$ cat src/rtl/sys_sequencer.sv
// Control sequencer for a ROWS x COLS systolic array. A job runs in four phases:
// weight load, activation stream, pipeline drain, then a one-cycle completion pulse.
module sys_sequencer #(
  parameter int ROWS    = 5,
  parameter int COLS    = 3,
  parameter int NUM_VEC = 8,
  localparam int W_AW   = (ROWS > 1) ? $clog2(ROWS) : 1,
  localparam int A_AW   = (NUM_VEC > 1) ? $clog2(NUM_VEC) : 1
) (
  input  logic            clk,
  input  logic            rst,
  input  logic            start,
  output logic            busy,
  output logic            ready,
  output logic            acc_clr,
  output logic            w_load,
  output logic [W_AW-1:0] w_addr,
  output logic            a_valid,
  output logic [A_AW-1:0] a_addr,
  output logic            out_valid,
  output logic [A_AW-1:0] out_addr
);

  localparam int PIPE_LAT = ROWS + COLS - 1;
  // One phase counter serves every state; wide enough to also hold the
  // position inside the combined stream+drain window.
  localparam int CW = $clog2(ROWS + NUM_VEC + PIPE_LAT + 1);

  localparam logic [CW-1:0] ROWS_LAST = CW'(ROWS - 1);
  localparam logic [CW-1:0] VEC_LAST  = CW'(NUM_VEC - 1);
  localparam logic [CW-1:0] PIPE_LAST = CW'(PIPE_LAT - 1);
  localparam logic [CW-1:0] VEC_N     = CW'(NUM_VEC);
  localparam logic [CW-1:0] PIPE_N    = CW'(PIPE_LAT);

  typedef enum logic [2:0] {
    S_IDLE,
    S_LOAD_W,
    S_STREAM,
    S_DRAIN,
    S_DONE
  } state_t;

  state_t          state, state_nx;
  logic [CW-1:0]   cnt, cnt_nx;

  logic            busy_d, ready_d, acc_clr_d, w_load_d, a_valid_d, out_valid_d;
  logic [W_AW-1:0] w_addr_d;
  logic [A_AW-1:0] a_addr_d, out_addr_d;
  logic [CW-1:0]   pos_nx;
  logic            in_window;

  // NOTE: sequential state uses non-blocking assignments so every flop samples
  // the pre-edge values; blocking here would create order-dependent races.
  always_ff @(posedge clk) begin
    if (rst) begin
      state <= S_IDLE;
      cnt   <= '0;
    end else begin
      state <= state_nx;
      cnt   <= cnt_nx;
    end
  end

  // NOTE: every variable gets a default at the top of the block so no path
  // through the case leaves it unassigned, which would infer a latch.
  always_comb begin
    state_nx = state;
    cnt_nx   = '0;
    unique case (state)
      S_IDLE:   if (start) state_nx = S_LOAD_W;
      S_LOAD_W: if (cnt == ROWS_LAST) state_nx = S_STREAM;
                else                  cnt_nx   = cnt + CW'(1);
      S_STREAM: if (cnt == VEC_LAST)  state_nx = S_DRAIN;
                else                  cnt_nx   = cnt + CW'(1);
      S_DRAIN:  if (cnt == PIPE_LAST) state_nx = S_DONE;
                else                  cnt_nx   = cnt + CW'(1);
      S_DONE:   state_nx = S_IDLE;
      default:  state_nx = S_IDLE;
    endcase
  end

  // Outputs are decoded from the next state and then registered, so each
  // output flop already holds the value for the cycle the state register enters.
  always_comb begin
    busy_d      = (state_nx != S_IDLE);
    ready_d     = 1'b0;
    acc_clr_d   = 1'b0;
    w_load_d    = 1'b0;
    w_addr_d    = '0;
    a_valid_d   = 1'b0;
    a_addr_d    = '0;
    out_valid_d = 1'b0;
    out_addr_d  = '0;
    pos_nx      = '0;
    in_window   = 1'b0;
    unique case (state_nx)
      S_LOAD_W: begin
        w_load_d  = 1'b1;
        w_addr_d  = W_AW'(cnt_nx);
        acc_clr_d = (cnt_nx == '0);
      end
      S_STREAM: begin
        a_valid_d = 1'b1;
        a_addr_d  = A_AW'(cnt_nx);
        pos_nx    = cnt_nx;
        in_window = 1'b1;
      end
      S_DRAIN: begin
        pos_nx    = VEC_N + cnt_nx;
        in_window = 1'b1;
      end
      S_DONE:   ready_d = 1'b1;
      default:  ;
    endcase
    // Results emerge PIPE_LAT cycles behind the activations, so the result
    // window is the last NUM_VEC cycles of stream+drain.
    if (in_window && (pos_nx >= PIPE_N)) begin
      out_valid_d = 1'b1;
      out_addr_d  = A_AW'(pos_nx - PIPE_N);
    end
  end

  always_ff @(posedge clk) begin
    if (rst) begin
      busy      <= 1'b0;
      ready     <= 1'b0;
      acc_clr   <= 1'b0;
      w_load    <= 1'b0;
      w_addr    <= '0;
      a_valid   <= 1'b0;
      a_addr    <= '0;
      out_valid <= 1'b0;
      out_addr  <= '0;
    end else begin
      busy      <= busy_d;
      ready     <= ready_d;
      acc_clr   <= acc_clr_d;
      w_load    <= w_load_d;
      w_addr    <= w_addr_d;
      a_valid   <= a_valid_d;
      a_addr    <= a_addr_d;
      out_valid <= out_valid_d;
      out_addr  <= out_addr_d;
    end
  end

  // Weight load and activation streaming are mutually exclusive phases.
  a_no_overlap: assert property (@(posedge clk) disable iff (rst) !(w_load && a_valid));
  a_ready_idle: assert property (@(posedge clk) disable iff (rst) ready |-> !(w_load || a_valid || out_valid));

endmodule

$ cat config.mk
export PLATFORM = sky130hd
export DESIGN_NAME = sys_sequencer
export DESIGN_NICKNAME = d
export VERILOG_FILES = /design/src/rtl/sys_sequencer.sv
export SDC_FILE = /design/constraint.sdc
export NUM_CORES = 1
export LEC_CHECK = 0
export CAP_MARGIN = 30
export CORE_ASPECT_RATIO = 0.8
export CORE_MARGIN = 8
export CORE_UTILIZATION = 35
export DETAILED_ROUTE_END_ITERATION = 10
export HOLD_SLACK_MARGIN = 0.08
export PLACE_DENSITY = 0.59
export SYNTH_ARGS = -nofsm -noshare
export SYNTH_HDL_FRONTEND = slang
export SYNTH_SLANG_ARGS = --single-unit
$ cat constraint.sdc
create_clock -name clk -period 4.2 [get_ports clk]
set_input_delay 0.84 -clock clk [delete_from_list [all_inputs] [get_ports clk]]
set_output_delay 0.84 -clock clk [all_outputs]
set_load 0.02 [all_outputs]
==> results of run 1 <==
metal layers:
layer  global-route usage  vias up  wire length, um
met5                    0        -                0
met4               0.0191        0               12
met3               0.0441        2              155
met2                0.135       22              894
met1                0.121      384             1140
li1                     -      420                -
flip-flops by register name, indices dropped and copies added, names as in the netlist:
name and cells:
w_load 1, cnt 5, a_valid 1, out_valid 1, a_addr 3, acc_clr 1, w_addr 3, busy 1
ready 1, out_addr 3, state 3
cell usage after synthesis (all sizes together) (2+ instances only):
master and n:
a21boi 2, a21o 2, a21oi 5, and4bb 2, buf 3, clkbuf 2
dfxtp 23, ha 4, inv 7, nand2 5, nand3 5, nor2 13
nor3 9, nor3b 2, nor4 2, or2 2, xor2 4
worst min-delay path by stage:
stage | end | start
after floorplan | cnt[0] | cnt[0]
after CTS | cnt[0] | cnt[0]
after global routing | cnt[0] | cnt[0]
after detailed placement | cnt[0] | cnt[0]
final | cnt[0] | cnt[0]
after global placement | cnt[0] | cnt[0]
per-stage QoR:
stage	util	instance area (um2)
final	0.458	1280
after global routing	0.458	1280
after CTS	0.458	1280
after detailed placement	0.442	1230
after global placement	0.442	1230
after floorplan	-	1040
final cells by class:
class                           instances  share of cell area
Clock buffer                            4              0.0353
Inverter                                7              0.0206
Multi-Input combinational cell         75               0.413
Sequential cell                        23               0.360
Tap cell                               38              0.0372
Timing Repair Buffer                   17               0.133
logic make-up (layout without fill, tap and decap cells):
family	Yosys count	after routing	synth area share
AOI/OAI and AO/OA	19	19	0.162
xor gates and xnor gates	5	5	0.0421
adders and majority gates	4	4	0.0481
buffers and inverters	12	28	0.0493
DFF	23	23	0.443
muxes	2	2	0.0205
and+or+nand+nor	45	45	0.235
where the power goes:
group | switching, mW | internal (mW)
Sequential | 0.00384 | 0.222
Clock | 0.0649 | 0.0675
Combinational | 0.0174 | 0.0132
Total | 0.0862 | 0.303
==> impl_metrics.py, run 1 <==
metrics = {
    "clocking": {
        "cts_made_buffers": 3,
        "cts_sinks": 23,
        "root_buffer": "clkbuf_8",
        "htree_levels": 1,
        "cts_tree": "built",
        "path_clk_slew_ps": 80,
        "clkLatencyLatePin_ps": 260,
        "ctsHoldBuffers": 0,
        "clk_path_buf_depth": 2,
        "cts_resized": 0,
        "post_cts_buffers": 0,
    },
    "worst_hold_path": {
        "worstHoldPathType": "register to register",
        "whs_path_depth": 1,
    },
    "setup_path": {
        "worstPathArrival_ps": 2600,
        "cpMaxStageDelayCell": "dfxtp_1",
        "crit_family": "compound AO/OA/AOI/OAI gates",
        "path_cells": "ha_1 -> nand4bb_1 -> a21o_1 -> nand3_1 -> nor2_1 -> ha_1 -> o2111a_1 -> a32oi_1 -> a21boi_1",
        "crit_path_start": "cnt[0]",
        "path_class": "register to register",
        "r2r_end": "out_addr[0]",
        "critPathLaunchType": "register",
        "worst_path_most_repeated_cell": "ha_1",
        "worstSetupEndpoint": "out_addr[0]",
        "rr_worst_depth": 9,
        "cp_num_cells": 9,
        "end_kind": "register",
        "cp_slowest_stage_delay_ps": 440,
        "path_buf_inv": 0,
        "worstReg2RegStart": "cnt[0]",
        "crit_fanout": 6,
        "cp.required_ps": 4340,
        "rrSetupSlack_ps": 1740,
    },
    "layout": {
        "layout_common_cells": "dfxtp_1 (23), clkdlybuf4s50_1 (17), nor2_1 (13), nor3_1 (9), inv_1 (6)",
        "fin_nets": 134,
        "final_common_cell": "dfxtp_1",
        "drive_above_1_share": 0.0952,
        "num_antenna_cells": 0,
        "areaGrowthSynthToFinish_pct": 22.9,
        "fill_cells": 258,
        "layout.cells.non_filler": 164,
        "multi_input_area_um2": 528,
        "sequential_cell_area_um2": 460,
    },
    "detailed_routing": {
        "drtPass1Iterations": 4,
        "finalWirelength_um": 2200,
        "route.detailed.drc": 0,
        "wire_per_inst_um": 13.4,
        "vias": 828,
        "drt-vias-per-instance": 5.05,
        "drt_iter0_markers": 78,
        "drtAntennaViolNets": 0,
    },
    "synthesis": {
        "yosys_warnings": 0,
        "synth_top_cell_area_share": 0.443,
        "synthTopCellsByArea": "dfxtp_1 (44%), ha_1 (4.8%), nor2_1 (4.7%)",
        "yosysUniqueCellTypes": 41,
        "synth_ff_type": "dfxtp_1",
        "syn_inst": 110,
        "synth_area_um2": 1040,
        "ys_seq_elements": 23,
        "synth-edff-count": 0,
        "synth_fp_nets": 117,
        "synth.yosys.seq_area_share": 0.443,
        "async_flop_share": 0,
        "synth.avg_cell_area_um2": 9.45,
        "synth_top_area_cell": "dfxtp_1",
    },
    "place": {
        "gp_congestion": 0.866,
        "io_buffers": 17,
        "place_inst": 160,
        "place.detailed.hpwl_um": 1690,
        "post-place-ws_ps": 1710,
    },
    "floorplanning": {
        "coreArea_um2": 2790,
        "initial_core_util": 0.373,
        "ios": 18,
        "die_x_um": 76.9,
        "die-height_um": 64.8,
        "num_rows": 17,
        "die_area_um2": 4980,
    },
    "sta": {
        "min_period_ps": 2460,
        "tightest_slew_ps": 477,
        "slew_violations": 0,
        "fin_ws_ps": 1740,
        "finalHoldViolations": 0,
        "period_share": 0.586,
        "finalSetupTns_ps": 0,
        "finClkSkew_ps": 1.14,
        "grt_setup_unrepaired": "no",
        "setup_viol": 0,
        "worst_hold_slack_ps": 573,
        "maxSlewHeadroom": 0.681,
        "clock.fmax_mhz": 406,
    },
    "global_route": {
        "track_usage": 0.0928,
        "antenna_found_initial": 0,
        "grt_pass1_vias": 809,
        "grt_pass1_wl_um": 3820,
        "grt_max_degree": 13,
        "overflow": 0,
    },
    "power_and_ir_drop": {
        "cellPowerDensity_nw_per_um2": 305,
        "finalPower_mw": 0.389,
        "peakVddDrop_v": 0.000180,
        "power.leakage_nw": 0.486,
    },
    "run_status": {
        "run_status": "finished clean",
    },
    "run": {
        "cap_violations": 0,
    },
}
Note: power is estimated with default switching activity, not from simulation.
==> run 2: changes to the inputs <==
- PLACE_DENSITY: 0.59 -> 0.61
- clock period: 4.2 -> 2.2 ns (I/O delays scaled with it)
==> run 2 against run 1 <==
  * Largest cell class unchanged
  * Clock power rose by 100%
  * Critical path type unchanged
  * Sequential share of layout area fell by 3.6 points
  * First-iteration DRC count fell by 10%
  * Clock skew rose by 4.5 ps
  * Fmax rose by 19%
  * Clock-buffer cell count did not move
  * Worst hold slack got worse by 17 ps
==> impl_metrics.py, run 2 (synthesis gave the netlist of run 1 again) <==
metrics = {
    "floorplanning": {
        "ios": 18,
        "coreArea_um2": 2790,
        "num_rows": 17,
        "die_area_um2": 4980,
        "die-height_um": 64.8,
        "die_x_um": 76.9,
        "initial_core_util": 0.373,
    },
    "clocking": {
        "ctsHoldBuffers": 0,
        "cts_sinks": 23,
        "root_buffer": "clkbuf_8",
        "cts_made_buffers": 3,
        "clkLatencyLatePin_ps": 270,
        "clk_path_buf_depth": 2,
        "path_clk_slew_ps": 80,
        "htree_levels": 1,
        "cts_tree": "built",
    },
    "global_route": {
        "grt_pass1_wl_um": 4260,
        "overflow": 0,
        "antenna_found_initial": 0,
        "use_met2": 0.151,
        "grt_pass1_vias": 873,
        "use_met1": 0.138,
        "grt_busiest_layer": "met2",
        "grt_use_met3": 0.0468,
        "track_usage": 0.106,
        "grt_max_degree": 13,
    },
    "layout": {
        "stdcell_area_um2": 1440,
        "num_antenna_cells": 0,
        "fill_cells": 257,
        "drive_above_1_share": 0.266,
        "largest_register_ffs": 5,
        "fin_nets": 151,
        "areaGrowthSynthToFinish_pct": 38.0,
        "layout_common_cells": "dfxtp_1 (21), clkdlybuf4s50_1 (17), buf_4 (17), nor2_1 (12), nor3_1 (9)",
        "largest-register": "cnt",
        "fin_util": 0.515,
        "final_common_cell": "dfxtp_1",
    },
    "place": {
        "io_buffers": 17,
        "place.detailed.hpwl_um": 1910,
        "postPlaceCellArea_um2": 1350,
        "gp_congestion": 0.841,
    },
    "sta": {
        "worst_hold_slack_ps": 556,
        "finalHoldViolations": 0,
        "finalSetupTns_ps": 0,
        "setup_viol": 0,
        "min_period_ps": 2080,
        "finClkSkew_ps": 5.61,
        "tightest_slew_ps": 521,
        "clock.fmax_mhz": 482,
        "slew_violations": 0,
        "maxSlewHeadroom": 0.647,
        "period_share": 0.944,
    },
    "setup_path": {
        "worstReg2RegStart": "cnt[0]",
        "cp_slowest_stage_delay_ps": 360,
        "crit_family": "compound AO/OA/AOI/OAI gates",
        "critPathLaunchType": "register",
        "end_kind": "register",
        "crit_fanout": 4,
        "cpMaxStageDelayCell": "dfxtp_4",
        "rr_worst_depth": 11,
        "worstPathArrival_ps": 2230,
        "cp.required_ps": 2360,
        "r2r_end": "out_addr[0]",
        "path_buf_inv": 1,
        "rrSetupSlack_ps": 120,
        "path_cells": "inv_2 -> ha_2 -> and4bb_4 -> a21oi_2 -> a21oi_2 -> or2_4 -> nor2_2 -> ha_2 -> o2111a_1 -> a32oi_2 -> a21boi_1",
        "path_class": "register to register",
    },
    "detailed_routing": {
        "wire_per_inst_um": 14.4,
        "vias": 919,
        "drtAntennaViolNets": 0,
        "drt-vias-per-instance": 5.08,
        "route.detailed.drc": 0,
        "drt_iter0_markers": 70,
        "finalWirelength_um": 2600,
        "drtPass1Iterations": 4,
    },
    "worst_hold_path": {
        "whs_path_depth": 2,
        "holdCritStartpoint": "cnt[0]",
        "min_to": "cnt[0]",
        "worstHoldPathType": "register to register",
    },
    "run_status": {
        "run_status": "finished clean",
    },
    "power_and_ir_drop": {
        "peakVddDrop_v": 0.000369,
        "finalPower_mw": 0.772,
        "power.leakage_nw": 0.573,
        "cellPowerDensity_nw_per_um2": 538,
    },
    "run": {
        "cap_violations": 0,
    },
}
-- run 2: cell types whose count changed in the layout (fill, tap and decap cells not counted), moves of 2 or more --
cell	before	now
ha_1	4	2
a21oi_1	4	2
dfxtp_1	23	21
buf_4	0	17
ha_2	0	2
a21oi_2	1	3
-- run 2: repair_timing --
| item | in CTS | in global routing |
|---|---|---|
| resized for setup | 1 | 10 |
| hold endpoints to repair | 0 | 0 |
| buffers inserted | 0 | 1 |
| setup endpoints to repair | 3 | 4 |
| pin swaps | 0 | 4 |
-- run 2: tightest hold or removal path: stages, from the launching register on --
cell	delay (ps)
dfxtp_4	360
buf_4	110
nor3_1	50
-- run 2: layer usage --
metal	vias up	share of wire
li1	457	-
met5	-	0
met2	25	0.42
met1	428	0.48
met4	0	0.027
met3	9	0.075
-- run 2: power by group --
group          switching [mW]  internal (mW)
Clock                   0.137          0.130
Combinational          0.0419         0.0361
Sequential            0.00385          0.424
Total                   0.183          0.589
-- run 2: how the worst max path moves through the flow --
stage	depth (start not counted)	to	start	slack, ps
after floorplan	11	out_addr[2]	cnt[0]	70
after global placement	11	out_addr[0]	cnt[0]	80
after detailed placement	11	out_addr[0]	cnt[0]	-5
after CTS	11	out_addr[0]	cnt[0]	30
after global routing	10	out_addr[2]	cnt[1]	-30
final	11	out_addr[0]	cnt[0]	120
-- run 2: area by class of cell --
| type | count | area (um2) | share of cell area |
|---|---|---|---|
| Timing Repair Buffer | 34 | 298 | 0.207 |
| Clock buffer | 4 | 45.0 | 0.0314 |
| Tap cell | 38 | 47.5 | 0.0331 |
| Multi-Input combinational cell | 75 | 553 | 0.385 |
| Sequential cell | 23 | 465 | 0.324 |
| Inverter | 7 | 26.3 | 0.0183 |
-- run 2: metrics by stage --
| stage | setup WS [ps] | cells |
|---|---|---|
| CTS | 32.2 | 180 |
| global route | -25.5 | 181 |
| global placement | 78.7 | 176 |
| floorplan | 74.9 | 110 |
| detailed placement | -5.25 | 176 |
| finish | 124 | 181 |
==> run 3: changes to the inputs <==
- CORE_ASPECT_RATIO: 0.8 -> not set
==> run 3 against run 2 <==
  * Critical path depth shrank 2
  * Clock-buffer cell count shrank 1
  * Register-to-register slack lost 20 ps
  * Critical path type unchanged
  * Critical endpoint is now out_addr[1]
==> impl_metrics.py, run 3 (synthesis gave the netlist of run 1 again) <==
metrics = {
    "global_route": {
        "track_usage": 0.108,
        "antenna_found_initial": 0,
        "grt_use_met3": 0.0297,
        "overflow": 0,
        "grt_pass1_wl_um": 4450,
        "use_met1": 0.133,
        "use_met2": 0.179,
        "grt_pass1_vias": 933,
        "grt_max_degree": 14,
        "grt_busiest_layer": "met2",
    },
    "sta": {
        "finClkSkew_ps": 6.72,
        "fin_ws_ps": 105,
        "maxSlewHeadroom": 0.678,
        "finalHoldViolations": 0,
        "clock.fmax_mhz": 477,
        "slew_violations": 0,
        "min_period_ps": 2090,
        "setup_viol": 0,
        "period_share": 0.952,
        "tightest_slew_ps": 476,
    },
    "worst_hold_path": {
        "worstHoldPathType": "register to register",
        "whs_path_depth": 3,
    },
    "power_and_ir_drop": {
        "finalPower_mw": 0.708,
        "power.leakage_nw": 0.574,
        "sw_frac_of_total": 0.257,
        "p_int_mw": 0.526,
        "clockPowerShare": 0.287,
        "cellPowerDensity_nw_per_um2": 489,
        "peakVddDrop_v": 0.000379,
        "p_comb_frac": 0.110,
        "p_sw_mw": 0.182,
        "pwr-share-seq": 0.603,
    },
    "detailed_routing": {
        "wire_per_inst_um": 15.0,
        "vias": 913,
        "drt-vias-per-instance": 5.25,
        "drtPass1Iterations": 4,
        "drtAntennaViolNets": 0,
        "finalWirelength_um": 2620,
        "drt_iter0_markers": 22,
        "route.detailed.drc": 0,
    },
    "layout": {
        "drive_above_1_share": 0.308,
        "largest_register_ffs": 5,
        "fin_nets": 151,
        "largest-register": "cnt",
        "final_common_cell": "dfxtp_1",
        "areaGrowthSynthToFinish_pct": 39.4,
        "layout_common_cells": "dfxtp_1 (19), clkdlybuf4s50_1 (17), buf_4 (17), nor2_1 (11), nor3_1 (9)",
        "num_antenna_cells": 0,
    },
    "clocking": {
        "clkLatencyLatePin_ps": 320,
        "cts_made_buffers": 3,
        "clk_path_buf_depth": 2,
        "root_buffer": "clkbuf_4",
        "cts_tree": "built",
        "cts_sinks": 23,
        "htree_levels": 1,
        "path_clk_slew_ps": 130,
    },
    "place": {
        "post-place-ws_ps": -10.9,
        "io_buffers": 17,
        "gp_congestion": 0.856,
        "place.detailed.hpwl_um": 1980,
    },
    "floorplanning": {
        "ios": 18,
        "initial_core_util": 0.374,
        "num_rows": 19,
        "die_area_um2": 4970,
        "coreArea_um2": 2780,
        "die-height_um": 70.5,
        "die_x_um": 70.5,
    },
    "setup_path": {
        "path_class": "register to register",
        "path_cells": "and4bb_2 -> and2_1 -> a21oi_2 -> or2_4 -> nor2_2 -> ha_2 -> o2111a_1 -> a32oi_2 -> a21boi_1",
        "cp.required_ps": 2460,
        "end_kind": "register",
        "rr_worst_depth": 9,
        "cp_slowest_stage_delay_ps": 390,
        "rrSetupSlack_ps": 110,
        "critPathLaunchType": "register",
        "cp_num_cells": 9,
        "crit_fanout": 7,
        "crit_family": "simple AND/OR/NAND/NOR gates",
        "worstPathArrival_ps": 2350,
        "path_buf_inv": 0,
        "cpMaxStageDelayCell": "dfxtp_4",
    },
    "run": {
        "cap_violations": 0,
    },
    "run_status": {
        "run_status": "finished clean",
    },
}
[run 3: cell types whose count changed in the layout (fill, tap and decap cells not counted), moves of 2 or more]
cell      change
dfxtp_1       -2
nand3_1       -2
clkbuf_4      +3
clkbuf_8      -3
dfxtp_4       +2
nand3_2       +2
[run 3: path summary, 6_finish.rpt]
kind,from,end
worst max-delay path,cnt[3],out_addr[1]
worst min-delay path,cnt[0],cnt[0]
worst max register to register,cnt[3],out_addr[1]
worst min register to register,cnt[0],cnt[0]
[run 3: timing repair]
| item | in CTS | in global routing |
|---|---|---|
| endpoints found under the hold margin | 0 | 0 |
| pin swaps | 0 | 6 |
| cloned | 0 | 0 |
| setup endpoints to repair | 3 | 4 |
| hold buffers | 0 | 0 |
| resized for setup | 2 | 19 |
| buffers inserted | 0 | 3 |
[run 3: worst register-to-register path, delay by kind of cell, from the launching register on]
family,cells,cell delay (ps)
fa+ha+maj,1,180
flops,1,390
simple gates,4,920
compound gates,4,550
[run 3: layer usage]
metal	part of all wire	wire length, um
met2	0.49	1280
met5	0	0
met3	0.049	129
met4	0.012	31
met1	0.45	1170
[run 3: power groups by stage]
stage	logic, mW	clock network (mW)	registers, mW
6_report	0.0780	0.203	0.427
5_1_grt	0.0854	0.226	0.428
4_1_cts	0.0711	0.206	0.429
3_3_place_gp	0.0702	0	0.437
3_5_place_dp	0.0705	0	0.438
2_1_floorplan	0.0330	0	0.444
[run 3: metrics by stage]
stage	cells	hold WS, ps	instance area [um2]	util	setup TNS, ps
after global routing	174	700	1450	0.521	-27.1
final	174	675	1450	0.521	0
after global placement	167	571	1330	0.478	0
after detailed placement	167	603	1330	0.478	-10.9
after floorplan	110	496	1040	-	0
after CTS	171	567	1370	0.491	0
[run 3: cell type report]
class / instances / area [um2]
well taps: 31 / 38.8
fillers: 254 / 1330
repair buffers: 34 / 298
clock inverters: 1 / 5.00
multi-input cells: 75 / 583
flip-flops and latches: 23 / 473
inverters: 7 / 28.8
clock buffers: 3 / 22.5
